## config.mk

```make
export PLATFORM = sky130hd
export DESIGN_NAME = cache_sync_arbiter
export DESIGN_NICKNAME = d
export VERILOG_FILES = /design/src/rtl/ddr_cache_pkg.sv /design/src/rtl/rr_arbiter.sv /design/src/rtl/cache_sync_arbiter.sv
export SDC_FILE = /design/constraint.sdc
export NUM_CORES = 1
export LEC_CHECK = 0
export ABC_AREA = 1
export BUFFER_PORTS_ARGS = -buffer_cell sky130_fd_sc_hd__buf_2
export CAP_MARGIN = 5
export CORE_AREA = 3 3 240 242
export CTS_CLUSTER_DIAMETER = 200
export DETAILED_ROUTE_END_ITERATION = 8
export DIE_AREA = 0 0 243 245
export PLACE_DENSITY = 0.47
export SYNTH_ARGS = -nofsm -noshare
export SYNTH_HDL_FRONTEND = slang
export SYNTH_SLANG_ARGS = --single-unit
```

## constraint.sdc

```tcl
create_clock -name clk -period 8.4 [get_ports clk]
set_input_delay 0 -clock clk [delete_from_list [all_inputs] [get_ports clk]]
set_output_delay 0 -clock clk [all_outputs]
set_load 0.005 [all_outputs]
```

## src/rtl/ddr_cache_pkg.sv

```systemverilog
// Shared definitions for the DDR row-cache subsystem: sync arbiter state encoding
// and bank-count / bank-index helpers used by the arbiter and the per-bank row cache.
package ddr_cache_pkg;

    typedef enum logic [2:0] {
        StIdle,
        StWb,
        StFill,
        StSync,
        StDrain
    } arb_state_e;

    function automatic int unsigned nbanks(int unsigned bg_width, int unsigned ba_width);
        return 32'd1 << (bg_width + ba_width);
    endfunction

    // Bank index is {bg, ba}.
    function automatic int unsigned bank_index(int unsigned ba_width, int unsigned bg,
                                               int unsigned ba);
        return (bg << ba_width) | ba;
    endfunction

endpackage

```

## src/rtl/rr_arbiter.sv

```systemverilog
// Combinational round-robin pick: first set request at or after ptr, wrapping to 0.
module rr_arbiter #(
    parameter int unsigned N = 16,
    localparam int unsigned IdxW = (N > 1) ? $clog2(N) : 1
) (
    input  logic [N-1:0]    req,
    input  logic [IdxW-1:0] ptr,
    output logic [IdxW-1:0] grant,
    output logic            valid
);

    logic [IdxW-1:0] idx;

    always_comb begin
        grant = '0;
        valid = 1'b0;
        idx   = '0;
        for (int unsigned i = 0; i < N; i++) begin
            idx = IdxW'((32'(ptr) + i) % N);
            if (!valid && req[idx]) begin
                valid = 1'b1;
                grant = idx;
            end
        end
    end

endmodule

```

## src/rtl/cache_sync_arbiter.sv

```systemverilog
// Serialises per-bank row-cache misses onto one backing-memory port: optional
// write-back of the victim row, fill of the missing row, then a sync pulse to the bank.
module cache_sync_arbiter
    import ddr_cache_pkg::*;
#(
    parameter int unsigned BGWIDTH   = 2,
    parameter int unsigned BAWIDTH   = 2,
    parameter int unsigned ADDRWIDTH = 17,
    parameter int unsigned BEATWIDTH = 3,
    localparam int unsigned NBANKS   = nbanks(BGWIDTH, BAWIDTH),
    localparam int unsigned BANKW    = BGWIDTH + BAWIDTH
) (
    input  logic                        clk,
    input  logic                        reset_n,
    input  logic [NBANKS-1:0]           miss_req,
    input  logic [NBANKS-1:0]           miss_dirty,
    input  logic [NBANKS*ADDRWIDTH-1:0] miss_row,
    input  logic [NBANKS*ADDRWIDTH-1:0] victim_row,
    output logic                        mem_req,
    output logic                        mem_we,
    output logic [BANKW-1:0]            mem_bank,
    output logic [ADDRWIDTH-1:0]        mem_row,
    output logic [BEATWIDTH-1:0]        mem_beat,
    input  logic                        mem_ack,
    output logic [NBANKS-1:0]           sync,
    output logic                        busy
);

    arb_state_e            state_q, state_d;
    logic [BANKW-1:0]      rr_ptr_q, rr_ptr_d;
    logic [BANKW-1:0]      grant_q, grant_d;
    logic [BEATWIDTH-1:0]  beat_q, beat_d;
    logic [ADDRWIDTH-1:0]  wb_row_q, wb_row_d;
    logic [ADDRWIDTH-1:0]  fill_row_q, fill_row_d;

    logic [BANKW-1:0]      pick;
    logic                  pick_valid;
    logic                  beat_fire;
    logic                  beat_last;

    logic [ADDRWIDTH-1:0]  miss_row_arr   [NBANKS];
    logic [ADDRWIDTH-1:0]  victim_row_arr [NBANKS];

    for (genvar i = 0; i < NBANKS; i++) begin : g_rows
        assign miss_row_arr[i]   = miss_row[i*ADDRWIDTH +: ADDRWIDTH];
        assign victim_row_arr[i] = victim_row[i*ADDRWIDTH +: ADDRWIDTH];
    end

    rr_arbiter #(
        .N (NBANKS)
    ) u_rr_arbiter (
        .req   (miss_req),
        .ptr   (rr_ptr_q),
        .grant (pick),
        .valid (pick_valid)
    );

    assign beat_fire = mem_req && mem_ack;
    assign beat_last = &beat_q;

    always_comb begin
        state_d    = state_q;
        rr_ptr_d   = rr_ptr_q;
        grant_d    = grant_q;
        beat_d     = beat_q;
        wb_row_d   = wb_row_q;
        fill_row_d = fill_row_q;
        case (state_q)
            StIdle: begin
                // Everything the transaction needs is latched here so later
                // changes on the request inputs cannot disturb it.
                if (pick_valid) begin
                    grant_d    = pick;
                    wb_row_d   = victim_row_arr[pick];
                    fill_row_d = miss_row_arr[pick];
                    beat_d     = '0;
                    state_d    = miss_dirty[pick] ? StWb : StFill;
                end
            end
            StWb: begin
                if (beat_fire) begin
                    beat_d = beat_last ? '0 : beat_q + BEATWIDTH'(1);
                    if (beat_last) state_d = StFill;
                end
            end
            StFill: begin
                if (beat_fire) begin
                    beat_d = beat_last ? '0 : beat_q + BEATWIDTH'(1);
                    if (beat_last) state_d = StSync;
                end
            end
            StSync: begin
                rr_ptr_d = grant_q + BANKW'(1);
                state_d  = StDrain;
            end
            StDrain: begin
                // Wait for the bank to retire its miss so it is not serviced twice.
                if (!miss_req[grant_q]) state_d = StIdle;
            end
            default: state_d = StIdle;
        endcase
    end

    always_ff @(posedge clk or negedge reset_n) begin
        if (!reset_n) begin
            state_q    <= StIdle;
            rr_ptr_q   <= '0;
            grant_q    <= '0;
            beat_q     <= '0;
            wb_row_q   <= '0;
            fill_row_q <= '0;
        end else begin
            state_q    <= state_d;
            rr_ptr_q   <= rr_ptr_d;
            grant_q    <= grant_d;
            beat_q     <= beat_d;
            wb_row_q   <= wb_row_d;
            fill_row_q <= fill_row_d;
        end
    end

    assign mem_req  = (state_q == StWb) || (state_q == StFill);
    assign mem_we   = (state_q == StWb);
    assign mem_bank = grant_q;
    assign mem_beat = beat_q;
    assign busy     = (state_q != StIdle);

    always_comb begin
        mem_row = '0;
        if (state_q == StWb)   mem_row = wb_row_q;
        if (state_q == StFill) mem_row = fill_row_q;
    end

    always_comb begin
        sync = '0;
        if (state_q == StSync) sync[grant_q] = 1'b1;
    end

endmodule

```

# After elaboration in Yosys (flattened, before gate mapping)
# Cells that the tools add are included.
# Widths: inputs -> output; s select.
[op_classes]
magnitude_cmp = 20
add_sub_neg = 17
reduce_logical = 41
n_eq_ne = 11
n_bitwise = 1
n_mux = 91
[ops]
columns = ["op", "count"]
rows = [
  ["$bmux 17 s4", 2],
  ["$mux 17", 6],
  ["$lt 4x5->1 const B", 18],
  ["$bmux 1 s4", 18],
  ["$mux 4", 16],
  ["$mux 1", 35],
  ["$add 4x4->4 const B", 8],
  ["$mux 3", 9],
  ["$logic_and 1x1->1", 17],
  ["$add 4x3->4 const B", 4],
  ["$mux 16", 1],
  ["$logic_not 1->1", 15],
  ["$pmux 3 s5", 1],
  ["$add 4x1->4 const B", 2],
  ["$add 4x2->4 const B", 2],
  ["$ne 2x2->1 const B", 4],
  ["$eq 3x2->1 const B", 2],
  ["$ne 2x1->1 const B", 3],
  ["$pmux 3 s2", 1],
  ["$reduce_and 3->1", 2],
  ["$reduce_and 6->1", 1],
  ["$ge 5x5->1 const B", 1],
  ["$not 4->5", 1],
  ["$demux 1 s4", 1],
  ["11 further kinds", 11],
]
[word_totals]
in_bits = 579
wordCells = 187
register_bits = 48
output_inout_bits = 43

# Depth between registers and ports, before layout
# Gate-level depths: netlist of run 1.
[depth]
depth_word = 53
mapped_depth = 33
depth_no_buf = 31

# Hierarchy
# Synthesis of run 1 repeated with hierarchy kept, for this count alone.
[unflattened]
cells_unflattened = 1784
hier_area_um2 = 9464.1
[modules_own_cells]
columns = ["mod", "seq_area_each_um2", "area_each_um2", "cells_per_inst", "instances"]
rows = [
  ["cache_sync_arbiter", 1201.2, 7678.6, 1429, 1],
  ["rr_arbiter", 0.0, 1785.5, 355, 1],
]

# Worst setup path before layout of run 1
# OpenSTA, ideal clock, no wires.
[synth_path]
path_type = "register to register"
startpoint = "register rr_ptr_q[1]"
endpoint = "register wb_row_q[2]"
setup_time_ps = 125
path_stages_with_launch = 30
arrival_ps = 3736
path_buffers = 4
slack_ps = 4539
path_cell_list = "dfrtp_1 -> inv_1 -> buf_2 -> ha_1 -> clkbuf_1 -> nand3_1 -> nand3_1 -> nand2_1 -> nand2_1 -> nand2_2 -> nor2_4 -> nand4_2 -> nor2_2 -> nand4_2 -> nor2_4 -> nand3_1 -> clkinv_1 -> nand2_1 -> nand2_1 -> nand3_2 -> nor2_1 -> nor2_4 -> buf_6 -> buf_4 -> nor2_1 -> nor2_1 -> o21ai_1 -> o211ai_1 -> nand3_1 -> nand3_1"
[synth_between]
elab_chain_cells = 52
[synth_lines]
columns = ["item", "line", "rtl"]
rows = [
  ["from (decl)", "cache_sync_arbiter.sv:30", "logic [BANKW-1:0] rr_ptr_q, rr_ptr_d;"],
  ["from (signal assigned)", "cache_sync_arbiter.sv:114", "rr_ptr_q <= rr_ptr_d;"],
  ["branches (longest 52 deep; another with $add 4x1->4)", "n/a", ""],
  ["to (signal assigned)", "cache_sync_arbiter.sv:117", "wb_row_q <= wb_row_d;"],
  ["to (decl)", "cache_sync_arbiter.sv:33", "logic [ADDRWIDTH-1:0] wb_row_q, wb_row_d;"],
]
# Parallel ways; which one is timed is not known. The select of a mux whose other input is x is not followed.
# A chain may end at the register's enable or synchronous reset.

# Final worst setup path of run 1
[layout_path]
startpoint = "register rr_ptr_q[1]"
endpoint = "register wb_row_q[8]"
# The elaborated chain is that of the path after synthesis.

==> metrics, run 1 <==
outcome finished, final reports clean; Slew Viols, Final 0; vias per cell ~4.7; DR iter-0 viols about 1.0k; Post-synth EDFFs 0; via count ~15k; Die Y between 200 and 250 um; layout cells sized above 1 about 29%; Final Skew a little over 0.007 ns; total gr overflow 0; total track usage 20.8%; Placement Rows 86; number of antenna-violating nets in the routed design 0; met1 wire length between 20,000 and 30,000 um; initial antenna violation count 12; crit path time final 6.38 ns; RSZ-0062 raised after global routing no; fin area around 14,000 um^2; worst-margin pin slew between 1 and 1.5 ns; CP Max Fanout 53; top layer in use met5; fin crit share approximately 76%; CTS tree done; non-filler instance count after layout about 3.1k; core area around 55,000 um^2; placed cells a little over 3k; worst r2r path cells 24; clock buffer depth 2; CP cell instances inv_1 > ha_1 > inv_1 > nand3_1 > nand3_1 > nand3_1 > nand2_1 > nand4_1 > nor2_1 > nand4_1 > nor2_1 > nand4_1 > nor2_1 > nand4_2 > nand2_2 > nor2_1 > nor2_4 > buf_12 > nor2_1 > nor2_1 > o21ai_1 > o211ai_1 > nand3_1 > nand3_1; first-pass GRT wire length between 90,000 and 100,000 um; Post-route DRC 0; Clk Tree Root Cell clkbuf_16; cell depth of the worst setup path 24; crit-path max cell delay 0.84 ns; hold path depth 4; Setup CP Type flop to flop; clk sink count 48; final net count between 2k and 3k; Placed Area 13,400 um^2; Critical Path RT between 8 and 9 ns; flops & latches, synth 48; Hold Fails Final Rpt 0; CTS buffer count 5; largest net degree at the start of global routing 140; DP Wirelength around 53,000 um; startpoint types flop; drt wl/cell around 21 um; Rel. slew slack between 20% and 30%; filler cell count roughly 6.6k; detailed-routed wire length on met3 slightly below 4000 um; Post-synth top flop dfrtp_1; Clock Latency Late Sink 0.32 ns; TNS Setup 0 ns; CP delay by family, top simple AND/OR/NAND/NOR gates; most used cell, CP nor2_1; drt first pass iters 5; Net Count, Synth ~2.4k; routability cong. 0.926; vias in the first global route ~14k; Initial Util between 15 and 20%; Area Overhead vs Synth 39.6%; Crit-path slowest cell nor2_4; final setup violation count 0; Routed Wire Length 65,800 um; sequential cell area between 1000 and 1500 um^2; Cells after Synth between 1.5k and 2k; # H-tree levels 2; Worst Setup End Kind flop; port buffer count between 600 and 700; post-synth cell types 39; multi-input logic area roughly 7600 um^2; Hold/Removal Path Class input pin to flop; syn avg cell area about 5.3 um^2; post-synthesis sequential area ratio roughly an eighth; post-CTS sizing 0; total of max-cap violations 0; io pins between 600 and 700; Buffers & Inverters on Critical Path 3; Worst EP arrival ~6.6 ns; Detail Route met2 WL about 34,000 um; die area just under 60,000 um^2; ys async rst share 100%; die width about 240 um; clock-pin slew on the worst setup and hold paths roughly 0.080 ns; Core Util, Final between 20% and 30%; synth warn 0; cell area after synthesis 9750 um^2; fmax roughly 160 MHz
==> final timing paths <==
path | startpoint | to | slack, ns
max | rr_ptr_q[1]$_DFFE_PN0P_ | wb_row_q[8]$_DFFE_PN0P_ | 2.02
min | mem_ack | state_q[0]$_DFFE_PN0P_ | 0.03
max reg2reg | rr_ptr_q[1]$_DFFE_PN0P_ | wb_row_q[8]$_DFFE_PN0P_ | 2.02
min reg2reg | wb_row_q[15]$_DFFE_PN0P_ | wb_row_q[15]$_DFFE_PN0P_ | 0.51
max in group asynchronous | reset_n | rr_ptr_q[2]$_DFFE_PN0P_ | 7.51
min in group asynchronous | reset_n | wb_row_q[5]$_DFFE_PN0P_ | 0.38
==> synthesized netlist by cell type, types with 3 or more instances <==
cell | number | area share, %
nor2_4 | 6 | 0.69
a21oi_1 | 4 | 0.21
o21ai_1 | 61 | 3.1
o22ai_1 | 38 | 2.4
nand4_1 | 13 | 0.83
clkinv_1 | 3 | 0.12
o211ai_1 | 70 | 5.4
nand2_1 | 512 | 20
a22o_1 | 17 | 1.5
inv_1 | 61 | 2.3
buf_6 | 4 | 0.46
ha_1 | 14 | 1.8
nor3_1 | 4 | 0.21
inv_2 | 6 | 0.23
buf_4 | 19 | 1.5
xor2_1 | 9 | 0.81
nand2_2 | 4 | 0.26
nor2_1 | 322 | 12
o21ai_0 | 112 | 5.8
buf_2 | 90 | 4.6
xnor2_1 | 4 | 0.36
nand3_1 | 376 | 19
nand4_2 | 3 | 0.39
clkbuf_1 | 32 | 1.2
dfrtp_1 | 48 | 12
nand3b_1 | 5 | 0.39
==> flip-flops by register name, summed over array words and instances (netlist names) <==
register and count:
fill_row_q 17, mem_bank 4, mem_beat 3, rr_ptr_q 4
state_q 3, wb_row_q 17
==> placed cells by master (no fill, tap or decap), types with 10 or more instances in the layout <==
| cell | instances |
|---|---|
| buf_2 | 621 |
| nand2_1 | 511 |
| nand3_1 | 376 |
| nor2_1 | 320 |
| o21ai_0 | 112 |
| o211ai_1 | 70 |
| inv_1 | 61 |
| o21ai_1 | 61 |
| dfrtp_1 | 48 |
| o22ai_1 | 38 |
| buf_4 | 27 |
| a22o_1 | 17 |
| ha_1 | 14 |
| nand4_1 | 13 |
| diode_2 | 10 |
==> cells by family (layout without fill, tap and decap cells) <==
| family | Yosys count | after routing | synth area share, % |
|---|---|---|---|
| flip-flops | 48 | 48 | 12.3 |
| other | 0 | 10 | 0 |
| AND/OR/NAND/NOR | 1253 | 1253 | 55.1 |
| AO/OA/AOI/OAI | 308 | 308 | 19.1 |
| adder cells (fa/ha/maj) | 14 | 14 | 1.80 |
| XOR/XNOR | 13 | 13 | 1.17 |
| buffers and inverters | 216 | 733 | 10.5 |
==> through the flow <==
| step | worst slack (ns) | hold WS [ns] |
|---|---|---|
| global route | 1.34 | 0.0635 |
| finish | 2.02 | 0.0303 |
| global placement | 2.00 | 0.207 |
| floorplan | 4.54 | -0.296 |
| CTS | 1.94 | 0.0368 |
| detailed placement | 1.96 | 0.212 |
==> worst min-delay path, stage by stage <==
cell     delay, ns
buf_2         0.11
inv_1         0.06
o21ai_0       0.07
nand2_1       0.07
==> layout make-up <==
class                   count  area share [%]
diodes                     10           0.184
clock buffers               6            1.02
clock inverters             2           0.285
inverters                  71            1.97
multi-input cells        1588            55.7
flip-flops and latches     48            8.83
well taps                 748            6.88
repair buffers            654            25.1
==> layer usage <==
metal,vias up,track usage (%)
met5,-,0
met4,6,2.34
met3,48,3.43
met2,586,38.9
met1,6862,25.6
li1,7280,-
==> repair_timing <==
action	CTS	global route
hold buffers	1	0
buffers inserted	0	0
endpoints found under the hold margin	48	0
Power of run 1 is not shown: default switching activity piles up to over one toggle a cycle in this logic, so the estimate is an artifact.
==> run 2: changes to the inputs <==
--- a/config.mk
+++ b/config.mk
@@ -8,11 +8,11 @@
 export ABC_AREA = 1
 export BUFFER_PORTS_ARGS = -buffer_cell sky130_fd_sc_hd__buf_2
 export CAP_MARGIN = 5
-export CORE_AREA = 3 3 240 242
+export CORE_AREA = 3 3 241 243
 export CTS_CLUSTER_DIAMETER = 200
 export DETAILED_ROUTE_END_ITERATION = 8
-export DIE_AREA = 0 0 243 245
-export PLACE_DENSITY = 0.47
+export DIE_AREA = 0 0 244 246
+export PLACE_DENSITY = 0.48
 export SYNTH_ARGS = -nofsm -noshare
 export SYNTH_HDL_FRONTEND = slang
 export SYNTH_SLANG_ARGS = --single-unit
==> constraint.sdc (replaced) <==
create_clock -name clk -period 5.7 [get_ports clk]
set_input_delay 0 -clock clk [delete_from_list [all_inputs] [get_ports clk]]
set_output_delay 0 -clock clk [all_outputs]
set_load 0.005 [all_outputs]
==> metrics, run 2 (synthesis gave the netlist of run 1 again) <==
vias in the first global route 14.2k (+0.67%); Routed Wire Length 64,200 um (-2.4%); total track usage 20.3% (-0.52 points); CTS tree done; clock buffer depth 2 (unchanged); setup bufs post-CTS 0 (unchanged); outcome finished, final reports clean; Hold Fails Final Rpt 0 (unchanged); core area 56,200 um^2 (+1.6%); startpoint types flop; Placement Rows 87 (+1.2%); post-CTS sizing 0 (unchanged); multi-input logic area 7580 um^2 (unchanged); Post-route DRC 0 (unchanged); total gr overflow 0 (unchanged); die area 60,000 um^2 (+0.82%); drt wl/cell 20.0 um (-4.9%); fin crit share 80.4% (+4.4 points); sequential cell area 1200 um^2 (unchanged); initial antenna violation count 9 (-3); DP Wirelength 53,500 um (+0.99%); Area Overhead vs Synth 49.0%; final net count 3,041 (+2.7%); Critical Path RT 5.96 ns (-2.69 ns); Clock Latency Late Sink 0.32 ns (about the same); routability cong. 0.949 (+2.4%); first-pass GRT wire length 91,600 um (-1.9%); largest net degree at the start of global routing 58 (-59%); Worst Setup End Kind flop; worst-margin pin slew 0.764 ns (-0.371 ns); fmax 218 MHz (+39%); most frequent cells in the layout 621 x buf_2, 511 x nand2_1, 376 x nand3_1; crit path time final 4.58 ns (-1.80 ns); Die Y 246 um (+0.41%); Clk Tree Root Cell clkbuf_16; Min Hold Slack 0.0165 ns (-0.0138 ns); total of max-cap violations 0 (unchanged); Hold/Removal Path Class input pin to flop; clk sink count 48 (unchanged); io pins 622 (unchanged); Final Skew 0.0113 ns (+0.00412 ns); number of antenna-violating nets in the routed design 0 (unchanged); most common cell after layout, fill and taps aside buf_2; RSZ-0062 raised after global routing no; filler cell count 6,692 (+1.0%); final setup violation count 0 (unchanged); drt first pass iters 5 (unchanged); CP Max Fanout 50 (-5.7%); vias per cell 4.65 (-1.6%); Rel. slew slack 49.1% (+25 points); layout cells sized above 1 31.6% (+2.3 points); Initial Util 17.4% (-0.27 points); Slew Viols, Final 0 (unchanged); TNS Setup 0 ns (unchanged); CTS buffer count 5 (unchanged); die width 244 um (+0.41%); DR iter-0 viols 1,048 (+2.1%); # H-tree levels 2 (unchanged); Setup CP Type flop to flop; clock-pin slew on the worst setup and hold paths 0.08 ns (about the same); port buffer count 621 (unchanged); largest registers fill_row_q: 17 flops, wb_row_q: 17 flops; Worst EP arrival 4.84 ns (-1.78 ns); via count 14.9k (+1.0%)
==> run 2: per-layer routing <==
metal,vias to the layer above,part of all wire (%),GRT usage (%)
met5,-,0.039,0
met4,4,1.8,4.02
met3,62,5.9,2.99
met2,569,50,36.4
met1,6856,42,25.7
li1,7442,-,-
==> run 2: metrics by stage <==
step	area, um^2	setup WS [ns]	utilization (%)	instances
CTS	14500	1.11	25.8	3205
global placement	14300	1.03	25.5	3196
global route	14500	0.759	25.8	3207
detailed placement	14300	1.11	25.5	3196
finish	14500	1.12	25.8	3210
floorplan	9750	1.84	-	1852
==> run 2: path summary, 6_finish.rpt <==
check	start	end	slack, ns	cells past startpoint
max in group asynchronous	reset_n	mem_bank[0]$_DFFE_PN0P_	4.81	3
hold / removal	mem_ack	state_q[0]$_DFFE_PN0P_	0.02	4
setup reg to reg	rr_ptr_q[1]$_DFFE_PN0P_	wb_row_q[7]$_DFFE_PN0P_	1.12	25
hold reg to reg	wb_row_q[7]$_DFFE_PN0P_	wb_row_q[7]$_DFFE_PN0P_	0.51	2
min in group asynchronous	reset_n	wb_row_q[3]$_DFFE_PN0P_	0.36	3
setup / recovery	rr_ptr_q[1]$_DFFE_PN0P_	wb_row_q[7]$_DFFE_PN0P_	1.12	25
==> run 2: timing repair <==
item                                    4_1_cts  5_1_grt
endpoints found under the setup margin        0        0
hold endpoints to repair                     48        0
hold buffers                                  1        0
==> run 2: final cells by class <==
class | instances | share of cell area (%)
Multi-Input combinational cell | 1588 | 52.2
Timing Repair Buffer | 734 | 29.8
Sequential cell | 48 | 8.27
Tap cell | 756 | 6.52
Inverter | 71 | 1.84
Clock buffer | 5 | 0.862
Clock inverter | 3 | 0.474
Antenna cell | 5 | 0.0862
==> run 2: worst max-delay path, stage by stage (launching register included) <==
cell and delay [ns]:
dfrtp_1 0.37, inv_1 0.07, buf_4 0.24, ha_1 0.18
nand2_1 0.06, nand2_1 0.12, xor2_1 0.31, nand3_1 0.12
nand2_1 0.17, nand4_1 0.22, nor2_1 0.19, nand4_1 0.10
nor2_1 0.18, nand4_1 0.10, nor2_1 0.13, nand4_2 0.24
nand3_4 0.22, buf_12 0.19, buf_12 0.24, buf_4 0.20
nand3_1 0.17, nand3_1 0.14, nand2_1 0.05, o22ai_1 0.26
nand2_1 0.10, nand3_1 0.09
Power of run 2 is left out for the same reason.
==> run 3: changes to the inputs <==
--- a/config.mk
+++ b/config.mk
@@ -5,14 +5,14 @@
 export SDC_FILE = /design/constraint.sdc
 export NUM_CORES = 1
 export LEC_CHECK = 0
-export ABC_AREA = 1
+export ABC_AREA = 0
 export BUFFER_PORTS_ARGS = -buffer_cell sky130_fd_sc_hd__buf_2
 export CAP_MARGIN = 5
-export CORE_AREA = 3 3 241 243
+export CORE_AREA = 3 3 243 245
 export CTS_CLUSTER_DIAMETER = 200
 export DETAILED_ROUTE_END_ITERATION = 8
-export DIE_AREA = 0 0 244 246
-export PLACE_DENSITY = 0.48
+export DIE_AREA = 0 0 246 248
+export PLACE_DENSITY = 0.46
 export SYNTH_ARGS = -nofsm -noshare
 export SYNTH_HDL_FRONTEND = slang
 export SYNTH_SLANG_ARGS = --single-unit
==> constraint.sdc (replaced) <==
create_clock -name clk -period 4.6 [get_ports clk]
set_input_delay 0 -clock clk [delete_from_list [all_inputs] [get_ports clk]]
set_output_delay 0 -clock clk [all_outputs]
set_load 0.005 [all_outputs]
==> metrics, run 3 <==
crit-path max cell delay 0.60 ns (+0.23 ns); Die Y 248 um (+0.81%); clk sink count 48 (unchanged); CTS tree done; most common cell after layout, fill and taps aside buf_2; total track usage 19.1% (-1.2 points); CTS buffer count 5 (unchanged); vias per cell 4.79 (+2.9%); Area contributors post-synth mux2i_1 21%, dfrtp_1 12%, mux4_2 8.6%, a211oi_1 7.6%, mux2_2 6.9%; DP Wirelength 50,800 um (-5.1%); fin crit share 103% (+23 points); most frequent cells in the layout 621 x buf_2, 183 x buf_4, 178 x mux2i_1; crit path time final 4.76 ns (+0.180 ns); # H-tree levels 2 (unchanged); largest net degree at the start of global routing 51 (-12%); synth warn 0 (unchanged); Area Overhead vs Synth 76.1%; cell area after synthesis 9940 um^2 (+2.0%); clock-pin slew on the worst setup and hold paths 0.07 ns (about the same); Buffers & Inverters on Critical Path 6 (+1); port buffer count 621 (unchanged); clock buffer depth 2 (unchanged); final net count 2,554 (-16%); io pins 622 (unchanged); Placement Rows 88 (+1.1%); die area 61,000 um^2 (+1.6%); routability cong. 0.898 (-5.3%); core area 57,400 um^2 (+2.1%); DR iter-0 viols 694 (-34%); worst r2r path cells 19 (-24%); Hold/Removal Path Class input pin to flop; Net Count, Synth 1,777 (-27%); CP Max Fanout 20 (-60%); Post-synth top flop dfrtp_1; most frequent cell after synthesis mux2i_1; Yosys top cell area share 20.9% (+1.1 points); drt first pass iters 5 (unchanged); fmax 210 MHz (-3.8%); layout cells sized above 1 59.6% (+28 points); RSZ-0062 raised after global routing yes; Crit-path slowest cell mux4_2; hold path depth 3 (-1); Placed Area 15,300 um^2 (+6.6%); Initial Util 17.3% (-0.030 points); Cells after Synth 1,184 (-36%); Setup CP Type flop to flop; startpoint types flop; total of max-cap violations 0 (unchanged); Synth area leader mux2i_1; Clk Tree Root Cell clkbuf_16; die width 246 um (+0.82%); Rel. slew slack 47.2% (-1.8 points); initial antenna violation count 7 (-2); Slew Viols, Final 0 (unchanged); worst-margin pin slew 0.788 ns (+0.0243 ns); first-pass GRT wire length 86,600 um (-5.5%); fin area 17,500 um^2 (+21%); ys async rst share 100% (unchanged); Worst EP arrival 4.96 ns (+0.12 ns); worst r2r dst fill_row_q[14]$_DFFE_PN0P_; drt wl/cell 22.8 um (+14%); Worst Slack Setup Final -0.160 ns (-1.28 ns); Post-synth top cells 207 x mux2i_1, 100 x a211oi_1, 97 x nand2_1; WHS Endpoint mem_beat[0]$_DFFE_PN0P_; final setup violation count 36 (+36); post-synthesis sequential area ratio 12.1% (-0.24 points); worst flop-to-flop path startpoint rr_ptr_q[1]$_DFFE_PN0P_; FF-to-FF setup slack -0.16 ns (-1.28 ns); Worst Setup End Kind flop; largest registers fill_row_q: 17 flops, wb_row_q: 17 flops; post-synth cell types 68 (+74%); flops & latches, synth 48 (unchanged); CP cell instances clkinvlp_4 > buf_4 > ha_1 > a21boi_1 > buf_4 > xnor2_4 > mux4_2 > buf_6 > or4_4 > nor3_4 > o211ai_1 > and3_1 > a211o_4 > buf_12 > buf_4 > a211oi_1 > a21oi_1 > a22o_1 > a221o_1; syn avg cell area 8.39 um^2 (+59%); most used cell, CP buf_4; Post-route DRC 0 (unchanged); outcome finished, violations left; filler cell count 6,133 (-8.4%); failing checks negative setup slack; Critical Path RT 4.80 ns (-1.16 ns); number of antenna-violating nets in the routed design 0 (unchanged); Min Hold Slack 0.161 ns (+0.145 ns); Post-synth EDFFs 0 (unchanged); Final Skew 0.00567 ns (-0.00559 ns); vias in the first global route 13.0k (-8.5%); total gr overflow 0 (unchanged); via count 13.1k (-13%); Clock Latency Late Sink 0.31 ns (about the same); CP delay by family, top compound AO/OA/AOI/OAI gates; Routed Wire Length 62,300 um (-3.0%); Hold Fails Final Rpt 0 (unchanged); hold_sp mem_ack
run 3: cell types whose count changed after synthesis, sizes merged, moves of 50 or more:
cell	delta
nand3	-362
inv	-50
a211oi	+100
o21ai	-95
nor2b	+73
a21oi	+60
mux2i	+207
mux2	+62
nand2	-420
nor2	-287
run 3: logic make-up after synthesis:
| family | Yosys count | synth area share, % |
|---|---|---|
| DFF | 48 | 12.1 |
| buffers and inverters | 134 | 6.76 |
| muxes | 307 | 36.5 |
| and+or+nand+nor | 276 | 14.1 |
| xor gates and xnor gates | 12 | 1.13 |
| AOI/OAI and AO/OA | 393 | 27.7 |
| adders and majority gates | 14 | 1.76 |
run 3: area by class of cell:
cell class,instances,area (um^2),area share (%)
antenna,1,2.50,0.0143
clock buffer,7,153,0.872
clock inverter,1,30.0,0.172
inverter,17,67.6,0.386
multi-input combinational,1002,9060,51.8
sequential,48,1200,6.86
tap,765,957,5.47
timing repair buffer,887,6030,34.5
run 3: how the worst max path moves through the flow:
| stage | from | to | slack (ns) | depth (start not counted) |
|---|---|---|---|---|
| 2_1_floorplan | rr_ptr_q[1]$_DFFE_PN0P_ | fill_row_q[13]$_DFFE_PN0P_ | -0.30 | 19 |
| 3_3_place_gp | rr_ptr_q[1]$_DFFE_PN0P_ | wb_row_q[4]$_DFFE_PN0P_ | -0.47 | 19 |
| 3_5_place_dp | rr_ptr_q[1]$_DFFE_PN0P_ | wb_row_q[4]$_DFFE_PN0P_ | -0.46 | 19 |
| 4_1_cts | rr_ptr_q[1]$_DFFE_PN0P_ | wb_row_q[6]$_DFFE_PN0P_ | -0.20 | 18 |
| 5_1_grt | rr_ptr_q[1]$_DFFE_PN0P_ | wb_row_q[6]$_DFFE_PN0P_ | -0.32 | 16 |
| 6_report | rr_ptr_q[1]$_DFFE_PN0P_ | fill_row_q[14]$_DFFE_PN0P_ | -0.16 | 19 |
run 3: repair_timing:
item,in CTS,in global routing
hold buffers,1,0
setup buffers,44,4
hold endpoints to repair,48,0
cloned,15,2
gates resized for setup,227,54
pin swaps,49,20
endpoints found under the setup margin,36,39
run 3: metrics by stage:
stage          util [%]  setup WS [ns]  TNS [ns]  std cells
2_1_floorplan         -         -0.304     -9.76       1184
3_3_place_gp       26.6         -0.469    -11.10       2656
3_5_place_dp       26.6         -0.463    -10.77       2656
4_1_cts            29.9         -0.199     -4.81       2722
5_1_grt            30.5         -0.317     -9.97       2727
6_report           30.5         -0.160     -3.71       2728
run 3: worst reg2reg max path, stage by stage (launching register included):
cell and delay, ns:
dfrtp_1 0.39, clkinvlp_4 0.15, buf_4 0.17, ha_1 0.19
a21boi_1 0.13, buf_4 0.15, xnor2_4 0.15, mux4_2 0.60
buf_6 0.15, or4_4 0.47, nor3_4 0.17, o211ai_1 0.14
and3_1 0.22, a211o_4 0.37, buf_12 0.20, buf_4 0.18
a211oi_1 0.20, a21oi_1 0.08, a22o_1 0.28, a221o_1 0.26
run 3: routing by layer:
metal  global-route usage (%)  routed length (um)
met5                        0                  13
met4                     2.92                 730
met3                     1.93                2820
met2                     33.3               31100
met1                     26.0               27600
Power of run 3 is left out for the same reason.
